<file path="src/rtl/hc_shift_register.sv">
// ============================================================================
// Module      : hc_shift_register
// Description : Universal shift register with hold, shift right/left, parallel
//               load and a saturating shift counter. Define HC_SHIFT_ROTATE_EN
//               to let rot=1 feed the outgoing end bit back in.
// Revision    : 1.0 - initial release
// ============================================================================
`default_nettype none

module hc_shift_register #(
  parameter int              WIDTH     = 8,
  parameter logic [WIDTH-1:0] RESET_VAL = '0
) (
  input  logic                         cp,
  input  logic                         mr,
  input  logic                         ce,
  input  logic [1:0]                   s,
  input  logic                         dsr,
  input  logic                         dsl,
  input  logic                         rot,
  input  logic [WIDTH-1:0]             d,
  output logic [WIDTH-1:0]             q,
  output logic [WIDTH-1:0]             qn,
  output logic [$clog2(WIDTH+1)-1:0]   cnt,
  output logic                         full
);

  localparam int CNT_W = $clog2(WIDTH+1);
  localparam logic [CNT_W-1:0] C_CNT_MAX = CNT_W'(WIDTH);

  localparam logic [1:0] C_HOLD  = 2'b00;
  localparam logic [1:0] C_SHR   = 2'b01;
  localparam logic [1:0] C_SHL   = 2'b10;
  localparam logic [1:0] C_LOAD  = 2'b11;

  logic [WIDTH-1:0] r_q;
  logic [CNT_W-1:0] r_cnt;
  logic             w_sr_in;
  logic             w_sl_in;
  logic [CNT_W-1:0] w_cnt_inc;

`ifdef HC_SHIFT_ROTATE_EN
  assign w_sr_in = rot ? r_q[WIDTH-1] : dsr;
  assign w_sl_in = rot ? r_q[0]       : dsl;
`else
  logic w_unused_rot;
  assign w_unused_rot = rot;
  assign w_sr_in      = dsr;
  assign w_sl_in      = dsl;
`endif

  // Counter saturates at WIDTH rather than wrapping back to zero.
  assign w_cnt_inc = (r_cnt == C_CNT_MAX) ? r_cnt : r_cnt + CNT_W'(1);

  always_ff @(posedge cp or posedge mr) begin
    if (mr) begin
      r_q   <= RESET_VAL;
      r_cnt <= '0;
    end else if (ce) begin
      case (s)
        C_HOLD: begin
          r_q   <= r_q;
          r_cnt <= r_cnt;
        end
        C_SHR: begin
          r_q   <= {r_q[WIDTH-2:0], w_sr_in};
          r_cnt <= w_cnt_inc;
        end
        C_SHL: begin
          r_q   <= {w_sl_in, r_q[WIDTH-1:1]};
          r_cnt <= w_cnt_inc;
        end
        C_LOAD: begin
          r_q   <= d;
          r_cnt <= '0;
        end
        default: begin
          r_q   <= r_q;
          r_cnt <= r_cnt;
        end
      endcase
    end
  end

  // full decodes only registered state, so it never sees input glitches.
  assign q    = r_q;
  assign qn   = ~r_q;
  assign cnt  = r_cnt;
  assign full = (r_cnt == C_CNT_MAX);

endmodule

`default_nettype wire
</file>
<file path="config.mk">
export PLATFORM = sky130hd
export DESIGN_NAME = hc_shift_register
export DESIGN_NICKNAME = d
export VERILOG_FILES = /design/src/rtl/hc_shift_register.sv
export SDC_FILE = /design/constraint.sdc
export NUM_CORES = 1
export LEC_CHECK = 0
export CAP_MARGIN = 20
export CORE_UTILIZATION = 39
export CTS_CLUSTER_DIAMETER = 60
export DETAILED_ROUTE_END_ITERATION = 10
export PLACE_DENSITY = 0.89
export SKIP_LAST_GASP = 1
export SLEW_MARGIN = 20
export SYNTH_ARGS = -nofsm -noshare
export SYNTH_HDL_FRONTEND = slang
export SYNTH_SLANG_ARGS = --single-unit
</file>
<file path="constraint.sdc">
create_clock -name cp -period 1.65 [get_ports cp]
set_clock_uncertainty 0.1 [all_clocks]
set_input_delay 0.165 -clock cp [delete_from_list [all_inputs] [get_ports cp]]
set_output_delay 0.165 -clock cp [all_outputs]
set_load 0.005 [all_outputs]
</file>
==> key figures, run 1 <==
Outcome
  – Outcome: finished clean

Worst setup path
  – CP startpoint kind: input port
  – CP arrival: 1.66 ns
  – Worst Path Max Fanout: 3
  – Setup Crit Path Kind: input port to flip-flop
  – WP data required: 1.71 ns
  – R2R setup slack: 0.08 ns
  – Kind of end point of the critical path: flip-flop

Power and ir drop
  – Max VDD drop: 764.0 uV
  – Power Dens Cells: 1136 mW/mm2
  – Lkg Pwr: 0.0005613 uW

Clock tree
  – Clock Tree Buf Depth: 2
  – Inserted Clock Buffers: 3
  – CTS Sinks: 12
  – Clock transition at path regs: 0.08 ns
  – CTS root buffer: clkbuf_4
  – Worst-Skew Late Latency: 0.27 ns
  – H-tree depth: 1
  – Hold buffers post-CTS: 0
  – CTS tree: yes

Route
  – Top Metal Used: met4
  – Vias per inst: 5.138
  – Met3 wire len: 73 um
  – Initial DRC count: 19
  – Final WL: 2.101 mm
  – M1 WL: 914 um
  – Wire per inst: 14.49 um
  – Drt drc: 0
  – Met2 wire length: 1.080 mm
  – Vias: 745
  – Initial DRT Pass Iterations: 4
  – Post-route ant nets: 0

Die
  – Core footprint: 0.001745 mm2
  – Ports: 37
  – Starting Density: 0.4208
  – Die width: 45.40 um
  – Cell Rows: 15
  – Die Y: 45.40 um
  – Die area: 0.002061 mm2

Cells and area
  – Final core occ: 0.6961
  – Area grow syn2layout: 65.42%
  – Ant diodes: 0
  – Final nets: 142
  – Layout cell share with drive strength beyond 1: 0.1667

Logic synthesis
  – Syn_nets: 96
  – Syn_area_per_cell: 9.793 um2
  – Top-count cell post-synth: inv_1
  – Seq/Total Area, Yosys: 0.4089
  – Synth Cell Area: 734.5 um2
  – Number of enable-type register cells in the synthesized netlist: 0
  – Yosys Warn Count: 0
  – Synth cell types: 22
  – Commonest cells post-synth: 15 x inv_1, 12 x dfrtp_1, 8 x a211oi_1, 8 x a21oi_1, 8 x a22o_1
  – Ys async rst share: 1.000
  – Synth Flop Type: dfrtp_1
  – Cells after synthesis: 75
  – Leading area contributor after synthesis: dfrtp_1
  – Seq cells post-synth: 12
  – Top-area cell type share of the netlist area: 0.4089
  – Ranking of synthesized cells by area: dfrtp_1 41%, a22o_1 9.5%, ha_1 8.5%, a211oi_1 8.2%, inv_1 7.7%

Timing
  – Final Max Tran Viols: 0
  – Slew @ Worst Pin: 0.4617 ns
  – RSZ-0062 raised after global routing: false
  – Final number of setup-violating endpoints: 0
  – Min cycle time layout: 1.596 ns
  – Final hold vios: 0
  – Fmax: 626.7 MHz
  – Fin crit share: 0.9671
  – Max-slew headroom: 0.6919
  – Fin Setup TNS: 0 ns

GRT
  – Vias in the first global route: 699
  – Initial antenna violation count: 0
  – Largest net degree at the start of global routing: 19
  – Total track usage: 0.2147
  – GRT Residual Overflow: 0
  – First-pass GRT wire length: 3.084 mm

Placement
  – DP HPWL: 1.603 mm
  – GPL Wtd Cong: 0.7887
  – Port Buf Inserts: 35

Hold path
  – Hold/Removal Path Class: input port to asynchronous set/reset pin

Job
  – Max_cap viols: 0
[path summary, 6_finish.rpt]
| path | startpoint | cells past startpoint | end |
|---|---|---|---|
| max | s[0] | 7 | q[1] |
| min | mr | 2 | q[6] |
| max reg2reg | cnt[1] | 5 | cnt[3] |
| min reg2reg | cnt[2] | 1 | cnt[2] |
| max in group asynchronous | mr | 2 | cnt[2] |
| min in group cp | cnt[2] | 1 | cnt[2] |
[stage by stage]
stage | std cells | hold slack (ns) | total power (uW) | setup WS [ns] | instance area [um2]
2_1_floorplan | 75 | -0.07030 | 706.7 | 0.1479 | 734.5
3_3_place_gp | 140 | 0.3865 | 1094 | -0.1787 | 1160
3_5_place_dp | 140 | 0.3980 | 1122 | -0.2716 | 1160
4_1_cts | 145 | 0.1030 | 1376 | 0.005390 | 1205
5_1_grt | 145 | 0.1507 | 1463 | 0.004406 | 1215
6_report | 145 | 0.08749 | 1380 | 0.05425 | 1215
[area by class of cell]
type / count / area, um2
fill: 122 / 530.5
timing repair buffer: 45 / 424.2
multi-input combinational: 44 / 366.6
sequential: 12 / 300.3
inverter: 15 / 56.30
clock buffer: 4 / 36.28
tap: 25 / 31.28
[cells in the final DEF (no fill, tap or decap)]
master and n:
a211oi_1 6, a211oi_2 2, a21oi_1 8, a221o_1 1, a22o_1 8, a41o_4 1
and3_1 1, buf_4 10, clkbuf_4 3, clkbuf_8 1, clkdlybuf4s50_1 34, dfrtp_1 12
dlygate4sd2_1 1, ha_1 4, ha_2 1, inv_1 15, mux2_2 1, mux2i_1 1
nand2b_1 1, nand2b_4 1, nand3_1 1, nor2_1 3, nor2b_1 1, nor4_1 1
o21ai_0 1, o41ai_1 1
[power by group]
| group | leakage (uW) | switching (uW) | internal, uW |
|---|---|---|---|
| sequential | 0.000135 | 83.4 | 373 |
| clock | 0.0000210 | 109 | 134 |
| combinational | 0.000405 | 258 | 423 |
| total | 0.000561 | 450 | 930 |
[worst max-delay path, cell delays in order]
cell and delay (ns):
clkdlybuf4s50_1 0.48, inv_1 0.06, ha_1 0.24, buf_4 0.16, a22o_1 0.24, a211oi_2 0.24, a21oi_1 0.07
[state kept, by name, summed over array words and instances (netlist names)]
signal / cells
cnt: 4
q: 8
[kinds of logic (layout without fill, tap and decap cells)]
| kind of cell | Yosys count | count (layout) | share of synthesized area |
|---|---|---|---|
| compound gates | 28 | 28 | 0.2930 |
| flops | 12 | 12 | 0.4089 |
| fa+ha+maj | 5 | 5 | 0.08518 |
| simple gates | 9 | 9 | 0.07497 |
| buf+inv | 19 | 64 | 0.1090 |
| mux | 2 | 2 | 0.02896 |
[routing by layer]
layer | GRT usage | up-vias
li1 | - | 356
met1 | 0.2937 | 367
met2 | 0.3257 | 18
met3 | 0.03571 | 4
met4 | 0.1091 | 0
met5 | 0 | -
[repair_timing]
| action | CTS | global route |
|---|---|---|
| gates resized for setup | 2 | 2 |
| setup buffers | 1 | 0 |
| pin swaps | 1 | 0 |
| setup endpoints to repair | 1 | 2 |
(Power assumes the default switching activity.)
==> run 2, diff against run 1 <==
REMOVE_ABC_BUFFERS = 1   (was unset)
clock period = 1.5 ns   (was 1.65 ns; I/O delays follow)
==> key figures, run 2 (synthesized netlist as in run 1, its figures left out) <==
Worst setup path
  – WP data required: 1.25 ns
  – CP startpoint kind: flip-flop
  – Max stage delay cell, worst path: clkdlybuf4s50_1
  – Setup Crit Path Kind: flip-flop to output pin
  – Kind of end point of the critical path: output pin
  – Worst path max stage delay: 0.53 ns
  – Worst Path Max Fanout: 4
  – Crit path cell chain: clkdlybuf4s50_1
  – CP arrival: 1.22 ns
  – Buffers plus inverters on the worst setup path: 1
  – CP delay by family, top: buffers and inverters

Route
  – Wire per inst: 14.12 um
  – Initial DRT Pass Iterations: 4
  – Initial DRC count: 22
  – Vias per inst: 5.196
  – Vias: 795
  – Post-route ant nets: 0
  – Final WL: 2.160 mm
  – Drt drc: 0

Timing
  – Slew @ Worst Pin: 0.4920 ns
  – Setup ws final: 0.03053 ns
  – Final hold slack: 0.07545 ns
  – Final hold vios: 0
  – Fin crit share: 0.9796
  – Final number of setup-violating endpoints: 0
  – Final Max Tran Viols: 0
  – Max-slew headroom: 0.6717
  – Fmax: 680.5 MHz
  – Min cycle time layout: 1.469 ns

Power and ir drop
  – Lkg Pwr: 0.0006272 uW
  – Max VDD drop: 827.3 uV
  – Power, Total: 1614 uW
  – Sw Pwr: 539.7 uW
  – Internal Power: 1075 uW
  – Register share of total power: 0.299
  – Switching Share: 0.3343
  – Power Dens Cells: 1236 mW/mm2
  – Clock power share: 0.170
  – Logic pwr share: 0.531

Cells and area
  – Commonest cells after routing, fill and taps aside: 22 x clkdlybuf4s50_1, 17 x buf_4, 12 x inv_1, 12 x dfrtp_1, 11 x dlygate4sd2_1
  – Final core occ: 0.7484
  – Layout cell share with drive strength beyond 1: 0.2656
  – Ant diodes: 0
  – Commonest non-fill, non-tap cell in the layout: clkdlybuf4s50_1
  – Footprint of the multi-input gates: 400.4 um2
  – Finished Layout Cells: 153
  – Max reg flops: 8
  – Final nets: 150
  – Area grow syn2layout: 77.85%
  – Sequential Area: 300.3 um2
  – Filler cell count: 128

Die
  – Cell Rows: 15
  – Starting Density: 0.4208
  – Die area: 0.002061 mm2
  – Core footprint: 0.001745 mm2
  – Ports: 37
  – Die width: 45.40 um
  – Die Y: 45.40 um

Placement
  – DP HPWL: 1.502 mm
  – Port Buf Inserts: 35
  – GPL Wtd Cong: 0.7314
  – Placed Cells: 137
  – Pre-CTS setup slack: -0.3893 ns

Clock tree
  – Worst-Skew Late Latency: 0.29 ns
  – CTS Sinks: 12
  – Clock Tree Buf Depth: 2
  – CTS root buffer: clkbuf_4
  – Clock transition at path regs: 0.09 ns
  – H-tree depth: 1
  – CTS tree: yes
  – Inserted Clock Buffers: 3

GRT
  – Largest net degree at the start of global routing: 19
  – GRT Residual Overflow: 0
  – Total track usage: 0.2249
  – Vias in the first global route: 710
  – First-pass GRT wire length: 3.229 mm
  – Initial antenna violation count: 0

Job
  – Max_cap viols: 0

Outcome
  – Outcome: finished clean

Hold path
  – Hold/Removal Path Class: input port to asynchronous set/reset pin
==> run 2: cell count changes in the layout (fill, tap and decap cells not counted), moves of 2 or more <==
cell,previous run,this run
inv_2,0,3
clkdlybuf4s50_1,34,22
inv_1,15,12
dlygate4sd2_1,1,11
a211oi_2,2,0
ha_4,0,3
ha_1,4,1
buf_4,10,17
a211oi_1,6,8
==> run 2: power by group through the flow <==
stage / clock network, uW / logic, uW / registers, uW
5_1_grt: 293 / 952 / 492
3_5_place_dp: 0 / 713 / 504
3_3_place_gp: 0 / 693 / 494
4_1_cts: 277 / 786 / 480
2_1_floorplan: 0 / 263 / 509
6_report: 274 / 857 / 483
==> run 2: metrics by stage <==
stage / TNS [ns] / instance area (um2)
6_report: 0 / 1306
3_5_place_dp: -3.939 / 1150
5_1_grt: -0.003041 / 1306
2_1_floorplan: -0.002213 / 710.7
3_3_place_gp: -3.186 / 1150
4_1_cts: -0.05405 / 1266
==> run 2: path summary, 6_finish.rpt <==
| kind | start | endpoint | slack (ns) | cells after the start |
|---|---|---|---|---|
| min | mr | q[6] | 0.08 | 2 |
| max reg2reg | cnt[0] | cnt[3] | 0.12 | 4 |
| min in group cp | dsr | q[0] | 0.43 | 3 |
| max in group asynchronous | mr | cnt[2] | 0.89 | 2 |
| max | q[1] | q[1] | 0.03 | 1 |
| min reg2reg | q[6] | q[6] | 0.46 | 2 |
==> run 2: final cells by class <==
| cell class | count | area share |
|---|---|---|
| clock buffer | 4 | 0.02778 |
| inverter | 15 | 0.04310 |
| multi-input combinational | 44 | 0.3065 |
| sequential | 12 | 0.2299 |
| tap | 25 | 0.02395 |
| timing repair buffer | 53 | 0.3688 |
==> run 2: routing by layer <==
| layer | up-vias | wire, um | track usage |
|---|---|---|---|
| li1 | 373 | - | - |
| met1 | 381 | 935 | 0.2854 |
| met2 | 34 | 1074 | 0.3657 |
| met3 | 7 | 88 | 0.02778 |
| met4 | 0 | 61 | 0.1273 |
| met5 | - | 0 | 0 |
==> run 2: what timing repair did <==
item                                   in CTS  in global routing
resized for setup                          18                  7
buffers inserted                           10                  3
pin swaps                                   4                  2
setup endpoints to repair                  23                 10
hold buffers                                0                  0
endpoints found under the hold margin       0                  0
